**config.mk**
```make
export PLATFORM = sky130hd
export DESIGN_NAME = lsu_mem_ctrl
export DESIGN_NICKNAME = d
export VERILOG_FILES = /design/src/rtl/lsu_mem_ctrl_pkg.sv /design/src/rtl/lsu_mem_ctrl_lane_align.sv /design/src/rtl/lsu_mem_ctrl.sv
export SDC_FILE = /design/constraint.sdc
export NUM_CORES = 1
export LEC_CHECK = 0
export BUFFER_PORTS_ARGS = -buffer_cell sky130_fd_sc_hd__buf_2
export CORE_UTILIZATION = 61
export CTS_CLUSTER_SIZE = 16
export DETAILED_ROUTE_END_ITERATION = 16
export PLACE_DENSITY = 0.85
export SYNTH_ARGS = -nofsm -noshare
export SYNTH_HDL_FRONTEND = slang
export SYNTH_SLANG_ARGS = --single-unit
```
**constraint.sdc**
```tcl
create_clock -name clk -period 3.65 [get_ports clk]
set_input_delay 0.365 -clock clk [delete_from_list [all_inputs] [get_ports clk]]
set_output_delay 0.365 -clock clk [all_outputs]
set_load 0.005 [all_outputs]
```
**src/rtl/lsu_mem_ctrl_pkg.sv**
```systemverilog
// Shared definitions for the load/store memory controller: RV32 width codes,
// FSM state encoding and width/legality helpers.
package lsu_mem_ctrl_pkg;

   localparam logic [2:0] F3_B        = 3'b000;
   localparam logic [2:0] F3_H        = 3'b001;
   localparam logic [2:0] F3_W        = 3'b010;
   localparam logic [2:0] F3_BU       = 3'b100;
   localparam logic [2:0] F3_HU       = 3'b101;
   localparam logic [2:0] MEM_F3_WORD = 3'b010;

   typedef enum logic [2:0] {
      S_IDLE,
      S_RD0,
      S_RD1,
      S_WR0,
      S_WR1,
      S_RESP
   } state_e;

   // Access size in bytes from the low two bits of funct3.
   function automatic logic [2:0] size_of(input logic [1:0] width);
      case (width)
         2'b00:   size_of = 3'd1;
         2'b01:   size_of = 3'd2;
         default: size_of = 3'd4;
      endcase
   endfunction

   function automatic logic f3_legal(input logic [2:0] f3, input logic we);
      case (f3)
         F3_B, F3_H, F3_W: f3_legal = 1'b1;
         F3_BU, F3_HU:     f3_legal = ~we;
         default:          f3_legal = 1'b0;
      endcase
   endfunction

endpackage

```
**src/rtl/lsu_mem_ctrl_lane_align.sv**
```systemverilog
// Byte-lane steering between a pair of little-endian memory words and the core:
// extracts/extends load data and merges store data into the two words.
module lsu_lane_align
   import lsu_mem_ctrl_pkg::*;
(
   input  logic [31:0] word0_i,
   input  logic [31:0] word1_i,
   input  logic [1:0]  off_i,
   input  logic [2:0]  funct3_i,
   input  logic [31:0] wdata_i,
   output logic [31:0] ld_data_o,
   output logic [31:0] st_word0_o,
   output logic [31:0] st_word1_o
);

   logic [63:0] pair;
   logic [63:0] st_mask;
   logic [63:0] st_data;
   logic [63:0] merged;
   logic [31:0] ld_word;
   logic [5:0]  shamt;

   always_comb begin
      shamt   = {1'b0, off_i, 3'b000};
      pair    = {word1_i, word0_i};
      // Bytes starting at the offset, spilling into word1 when the access crosses.
      ld_word = pair[shamt +: 32];

      case (funct3_i)
         F3_B:    ld_data_o = {{24{ld_word[7]}}, ld_word[7:0]};
         F3_H:    ld_data_o = {{16{ld_word[15]}}, ld_word[15:0]};
         F3_W:    ld_data_o = ld_word;
         F3_BU:   ld_data_o = {24'b0, ld_word[7:0]};
         F3_HU:   ld_data_o = {16'b0, ld_word[15:0]};
         default: ld_data_o = 32'b0;
      endcase

      case (funct3_i[1:0])
         2'b00:   st_mask = 64'h0000_0000_0000_00FF;
         2'b01:   st_mask = 64'h0000_0000_0000_FFFF;
         default: st_mask = 64'h0000_0000_FFFF_FFFF;
      endcase
      st_mask = st_mask << shamt;
      st_data = {32'b0, wdata_i} << shamt;
      merged  = (pair & ~st_mask) | (st_data & st_mask);
   end

   assign st_word0_o = merged[31:0];
   assign st_word1_o = merged[63:32];

endmodule

```
**src/rtl/lsu_mem_ctrl.sv**
```systemverilog
// Load/store initiator: turns arbitrary-alignment byte/half/word requests into
// aligned word reads and read-modify-write sequences on the data-memory port.
module lsu_mem_ctrl
   import lsu_mem_ctrl_pkg::*;
#(
   parameter int ADDR_W = 6,
   parameter int DATA_W = 32
) (
   input  logic              clk,
   input  logic              rst,
   input  logic              req_valid,
   output logic              req_ready,
   input  logic              req_we,
   input  logic [2:0]        req_funct3,
   input  logic [ADDR_W-1:0] req_addr,
   input  logic [DATA_W-1:0] req_wdata,
   output logic              resp_valid,
   output logic [DATA_W-1:0] resp_rdata,
   output logic              resp_err,
   output logic              mem_read,
   output logic              mem_write,
   output logic [ADDR_W-1:0] mem_addr,
   output logic [DATA_W-1:0] mem_wdata,
   output logic [2:0]        mem_funct3,
   input  logic [DATA_W-1:0] mem_rdata
);

   state_e            state_q;
   logic              we_q;
   logic [2:0]        f3_q;
   logic [1:0]        off_q;
   logic [31:0]       wdata_q;
   logic [ADDR_W-1:0] a0_q;
   logic [ADDR_W-1:0] a1_q;
   logic              cross_q;
   logic [31:0]       word0_q;
   logic [31:0]       word1_q;

   logic              resp_valid_q;
   logic [31:0]       resp_rdata_q;
   logic              resp_err_q;
   logic              mem_read_q;
   logic              mem_write_q;
   logic [ADDR_W-1:0] mem_addr_q;
   logic [31:0]       mem_wdata_q;

   logic [ADDR_W-1:0] req_a0;
   logic [ADDR_W-1:0] req_a1;
   logic [2:0]        req_span;
   logic              req_cross;
   logic              req_legal;
   logic [31:0]       lane_w0;
   logic [31:0]       lane_w1;
   logic [31:0]       ld_data;
   logic [31:0]       st_word0;
   logic [31:0]       st_word1;

   always_comb begin
      req_a0    = {req_addr[ADDR_W-1:2], 2'b00};
      req_a1    = req_a0 + ADDR_W'(4);
      req_span  = {1'b0, req_addr[1:0]} + size_of(req_funct3[1:0]);
      req_cross = (req_span > 3'd4);
      req_legal = f3_legal(req_funct3, req_we);
      // The word being read this cycle feeds the aligner directly so the
      // merge/extract result can be registered on the same edge.
      lane_w0   = (state_q == S_RD0) ? mem_rdata : word0_q;
      lane_w1   = (state_q == S_RD1) ? mem_rdata : word1_q;
   end

   lsu_lane_align u_align (
      .word0_i    (lane_w0),
      .word1_i    (lane_w1),
      .off_i      (off_q),
      .funct3_i   (f3_q),
      .wdata_i    (wdata_q),
      .ld_data_o  (ld_data),
      .st_word0_o (st_word0),
      .st_word1_o (st_word1)
   );

   always_ff @(posedge clk) begin
      if (rst) begin
         state_q      <= S_IDLE;
         we_q         <= 1'b0;
         f3_q         <= 3'b0;
         off_q        <= 2'b0;
         wdata_q      <= 32'b0;
         a0_q         <= '0;
         a1_q         <= '0;
         cross_q      <= 1'b0;
         word0_q      <= 32'b0;
         word1_q      <= 32'b0;
         resp_valid_q <= 1'b0;
         resp_rdata_q <= 32'b0;
         resp_err_q   <= 1'b0;
         mem_read_q   <= 1'b0;
         mem_write_q  <= 1'b0;
         mem_addr_q   <= '0;
         mem_wdata_q  <= 32'b0;
      end else begin
         resp_valid_q <= 1'b0;
         mem_read_q   <= 1'b0;
         mem_write_q  <= 1'b0;
         case (state_q)
            S_IDLE: begin
               if (req_valid) begin
                  we_q    <= req_we;
                  f3_q    <= req_funct3;
                  off_q   <= req_addr[1:0];
                  wdata_q <= req_wdata;
                  a0_q    <= req_a0;
                  a1_q    <= req_a1;
                  cross_q <= req_cross;
                  if (!req_legal) begin
                     state_q      <= S_RESP;
                     resp_valid_q <= 1'b1;
                     resp_rdata_q <= 32'b0;
                     resp_err_q   <= 1'b1;
                  end else if (req_we && req_funct3 == F3_W && req_addr[1:0] == 2'b00) begin
                     // Full aligned word: nothing to preserve, skip the read.
                     state_q     <= S_WR0;
                     mem_write_q <= 1'b1;
                     mem_addr_q  <= req_a0;
                     mem_wdata_q <= req_wdata;
                  end else begin
                     state_q    <= S_RD0;
                     mem_read_q <= 1'b1;
                     mem_addr_q <= req_a0;
                  end
               end
            end
            S_RD0: begin
               word0_q <= mem_rdata;
               if (cross_q) begin
                  state_q    <= S_RD1;
                  mem_read_q <= 1'b1;
                  mem_addr_q <= a1_q;
               end else if (we_q) begin
                  state_q     <= S_WR0;
                  mem_write_q <= 1'b1;
                  mem_addr_q  <= a0_q;
                  mem_wdata_q <= st_word0;
               end else begin
                  state_q      <= S_RESP;
                  resp_valid_q <= 1'b1;
                  resp_rdata_q <= ld_data;
                  resp_err_q   <= 1'b0;
               end
            end
            S_RD1: begin
               word1_q <= mem_rdata;
               if (we_q) begin
                  state_q     <= S_WR0;
                  mem_write_q <= 1'b1;
                  mem_addr_q  <= a0_q;
                  mem_wdata_q <= st_word0;
               end else begin
                  state_q      <= S_RESP;
                  resp_valid_q <= 1'b1;
                  resp_rdata_q <= ld_data;
                  resp_err_q   <= 1'b0;
               end
            end
            S_WR0: begin
               if (cross_q) begin
                  state_q     <= S_WR1;
                  mem_write_q <= 1'b1;
                  mem_addr_q  <= a1_q;
                  mem_wdata_q <= st_word1;
               end else begin
                  state_q      <= S_RESP;
                  resp_valid_q <= 1'b1;
                  resp_rdata_q <= 32'b0;
                  resp_err_q   <= 1'b0;
               end
            end
            S_WR1: begin
               state_q      <= S_RESP;
               resp_valid_q <= 1'b1;
               resp_rdata_q <= 32'b0;
               resp_err_q   <= 1'b0;
            end
            default: state_q <= S_IDLE;
         endcase
      end
   end

   assign req_ready  = (state_q == S_IDLE) && !rst;
   assign resp_valid = resp_valid_q;
   assign resp_rdata = resp_rdata_q;
   assign resp_err   = resp_err_q;
   assign mem_read   = mem_read_q;
   assign mem_write  = mem_write_q;
   assign mem_addr   = mem_addr_q;
   assign mem_wdata  = mem_wdata_q;
   assign mem_funct3 = MEM_F3_WORD;

endmodule

```
==> out/results.ini <==
[run_status]
outcome = completed

[hold_path]
min_from = req_wdata[1]
holdPathEnd = wdata_q[1]
min_path_type = primary input to register
min_path_cells = 3

[placement]
gp_congestion = 0.926
dpl.cell_count = 1368
dpl.hpwl_um = 20900
place_ws_ns = 0.933
port_buffers = 151

[job]
drv_cap = 0

[floorplanning]
die_width_um = 127
die_y_um = 127
initial_core_util_pct = 62.5
die_area_um2 = 16100
coreArea_um2 = 15300
ioPinCount = 155
row_count = 45

[timing]
rsz0062_at_grt = false
hold_violations = 0
slew_headroom_pct = 22.8
layout_min_cycle_time_ns = 2.80
setup_ws_ns = 0.854
post-route-period-util_pct = 76.6
setup_viol = 0
tightest_slew_ns = 1.16
max_freq_ghz = 0.358
finalClockSkew_ns = 0.00785
drv_slew = 0
timing.hold.ws_ns = 0.173
timing.setup.tns_ns = 0

[worst_setup_path]
crit_slowest_cell = dfxtp_1
r2r-end = resp_rdata[27]
cp_max_fo = 22
cp_cell_sequence = nor4_1 > a221o_1 > or4_1 > a211oi_1 > a2111o_1
reg2reg_slack_ns = 0.85
r2r_cells = 5
end_kind = register
r2r_start = state_q[2]
crit_arrival_ns = 3.18
start_kind = register
required_ns = 4.03
crit_type = register to register
cpPeakStageDelay_ns = 0.84

[global_route]
grt_usage_pct = 36.0
overflow = 0
grt_max_degree = 65
grt_antenna_before_repair = 1
grt_pass1_vias = 7980
grt_pass1_wl_um = 44500

[power_and_ir_drop]
ir_worst_vdd_mv = 0.447
total_power_w = 0.00660
power.leakage_nw = 4.22
power.density_nw_per_um2 = 601

[clock_tree]
clk_pin_slew_worst_paths_ns = 0.07
cts_tree = yes
h-tree-depth = 4
clk_latency_ns = 0.44
numCtsBuffers = 17
clockBufferDepth = 2
clkSinkCount = 188
cts_setup_buffers = 0
cts.repair.resized = 0
clock-root-buffer = clkbuf_16
ctsHoldBuffers = 0

[synth]
ys_warn_count = 0
syn_area_um2 = 9540
ys_seq_area_share_pct = 39.4
synth_top_area_cell = dfxtp_1
async_reset_ff_share_pct = 0
yosysMostFrequentCell = dfxtp_1
yosys-top-cells-count = dfxtp_1, nand2_1, mux2i_1, nor2_1, a21oi_1
avgSynthCellArea_um2 = 8.88
synth_cell_type_count = 60
syn_inst = 1074
synth-seq-cells = 188
synth_top_area_share_pct = 39.4
synth_edf_count = 0
ys.flop_type = dfxtp_1
yosys-top-cells-area = dfxtp_1, mux2i_1, nand2_1

[detailed_routing]
drc = 0
wl_per_cell_um = 20.5
via_count = 8899
drtIter0Drc = 1319
ant_nets = 0
totalWireLength_um = 28700
drt_first_pass_iters = 6
viasPerCell = 6.35

[layout]
nets = 1256
final_cells = 1401
drive_gt1_share_pct = 21.0
area_growth_pct = 15.1
n_fill_cell = 1137

==> critical path: cells and delay by family (launching register included) <==
family | cells | cell delay (ns)
AND/OR/NAND/NOR | 2 | 1.02
AO/OA/AOI/OAI | 3 | 0.87
flip-flops | 1 | 0.84
==> cell usage in the layout (no fill, tap or decap), types with 5 or more instances in the layout <==
cell type	count
o22a_1	8
nand2_1	166
a22oi_1	10
a221oi_1	20
nor3_1	8
a2bb2oi_1	8
o211a_1	7
o21ai_0	45
o211ai_1	10
nor2b_1	17
a211oi_1	18
dfxtp_1	186
o2111ai_1	8
o311ai_0	7
mux4_2	17
clkbuf_16	17
buf_2	150
buf_4	23
nand3b_1	6
mux2_2	10
nand3_1	7
a2111o_1	7
nor2_1	93
a21oi_1	87
and2_1	5
o2bb2ai_1	25
a32o_1	8
nand2b_1	21
o21a_1	5
mux2i_1	114
==> metrics by stage <==
stage | area, um^2 | utilization (%)
after CTS | 11000 | 72.0
after floorplan | 9550 | -
final | 11000 | 72.0
after global routing | 11000 | 72.0
after detailed placement | 10400 | 68.1
after global placement | 10400 | 68.1
==> worst max-delay path by stage <==
stage                     depth (start not counted)             end  slack (ns)       start
after floorplan                                   7  resp_rdata[24]        1.52  state_q[1]
after global placement                            5  resp_rdata[26]        0.99  state_q[2]
after detailed placement                          5  resp_rdata[27]        0.93  state_q[2]
after CTS                                         5  resp_rdata[27]        0.90  state_q[2]
after global routing                              5  resp_rdata[24]        0.69  state_q[2]
final                                             5  resp_rdata[27]        0.85  state_q[2]
==> logic make-up after synthesis <==
logic type | after synthesis | share of synthesized area [%]
AOI/OAI and AO/OA | 295 | 22.0
buffers and inverters | 98 | 4.63
adders and majority gates | 3 | 0.472
other | 2 | 0.0787
muxes | 142 | 17.3
DFF | 188 | 39.4
xor gates and xnor gates | 5 | 0.459
and+or+nand+nor | 341 | 15.6
==> flip-flops by register name, indices dropped and copies added, names as in the netlist, 2 cells and up <==
name and flops:
word0_q 32, word1_q 32, state_q 3, off_q 2, resp_rdata 32, f3_q 3, mem_addr 6, a0_q 4
wdata_q 32, a1_q 4, mem_wdata 32
==> power breakdown <==
part | switching [W] | internal, W
sequential | 0.000241 | 0.00231
combinational | 0.00132 | 0.000867
clock | 0.000840 | 0.00102
==> metal layers <==
| metal | global-route usage, % | vias up | part of all wire (%) |
|---|---|---|---|
| met5 | 0 | - | 0 |
| met4 | 14.5 | 0 | 3.0 |
| met3 | 7.71 | 56 | 10 |
| met2 | 53.9 | 524 | 44 |
| met1 | 50.6 | 4209 | 43 |
| li1 | - | 4110 | - |
==> layout make-up <==
type | count | area (um^2) | area share (%)
multi-input cells | 789 | 5360 | 48.8
well taps | 211 | 264 | 2.40
flip-flops and latches | 188 | 3770 | 34.3
diodes | 1 | 2.50 | 0.0228
inverters | 4 | 15.0 | 0.137
clock buffers | 17 | 425 | 3.87
clock inverters | 15 | 165 | 1.50
repair buffers | 176 | 983 | 8.95
Note: power is estimated with default switching activity, not from simulation.
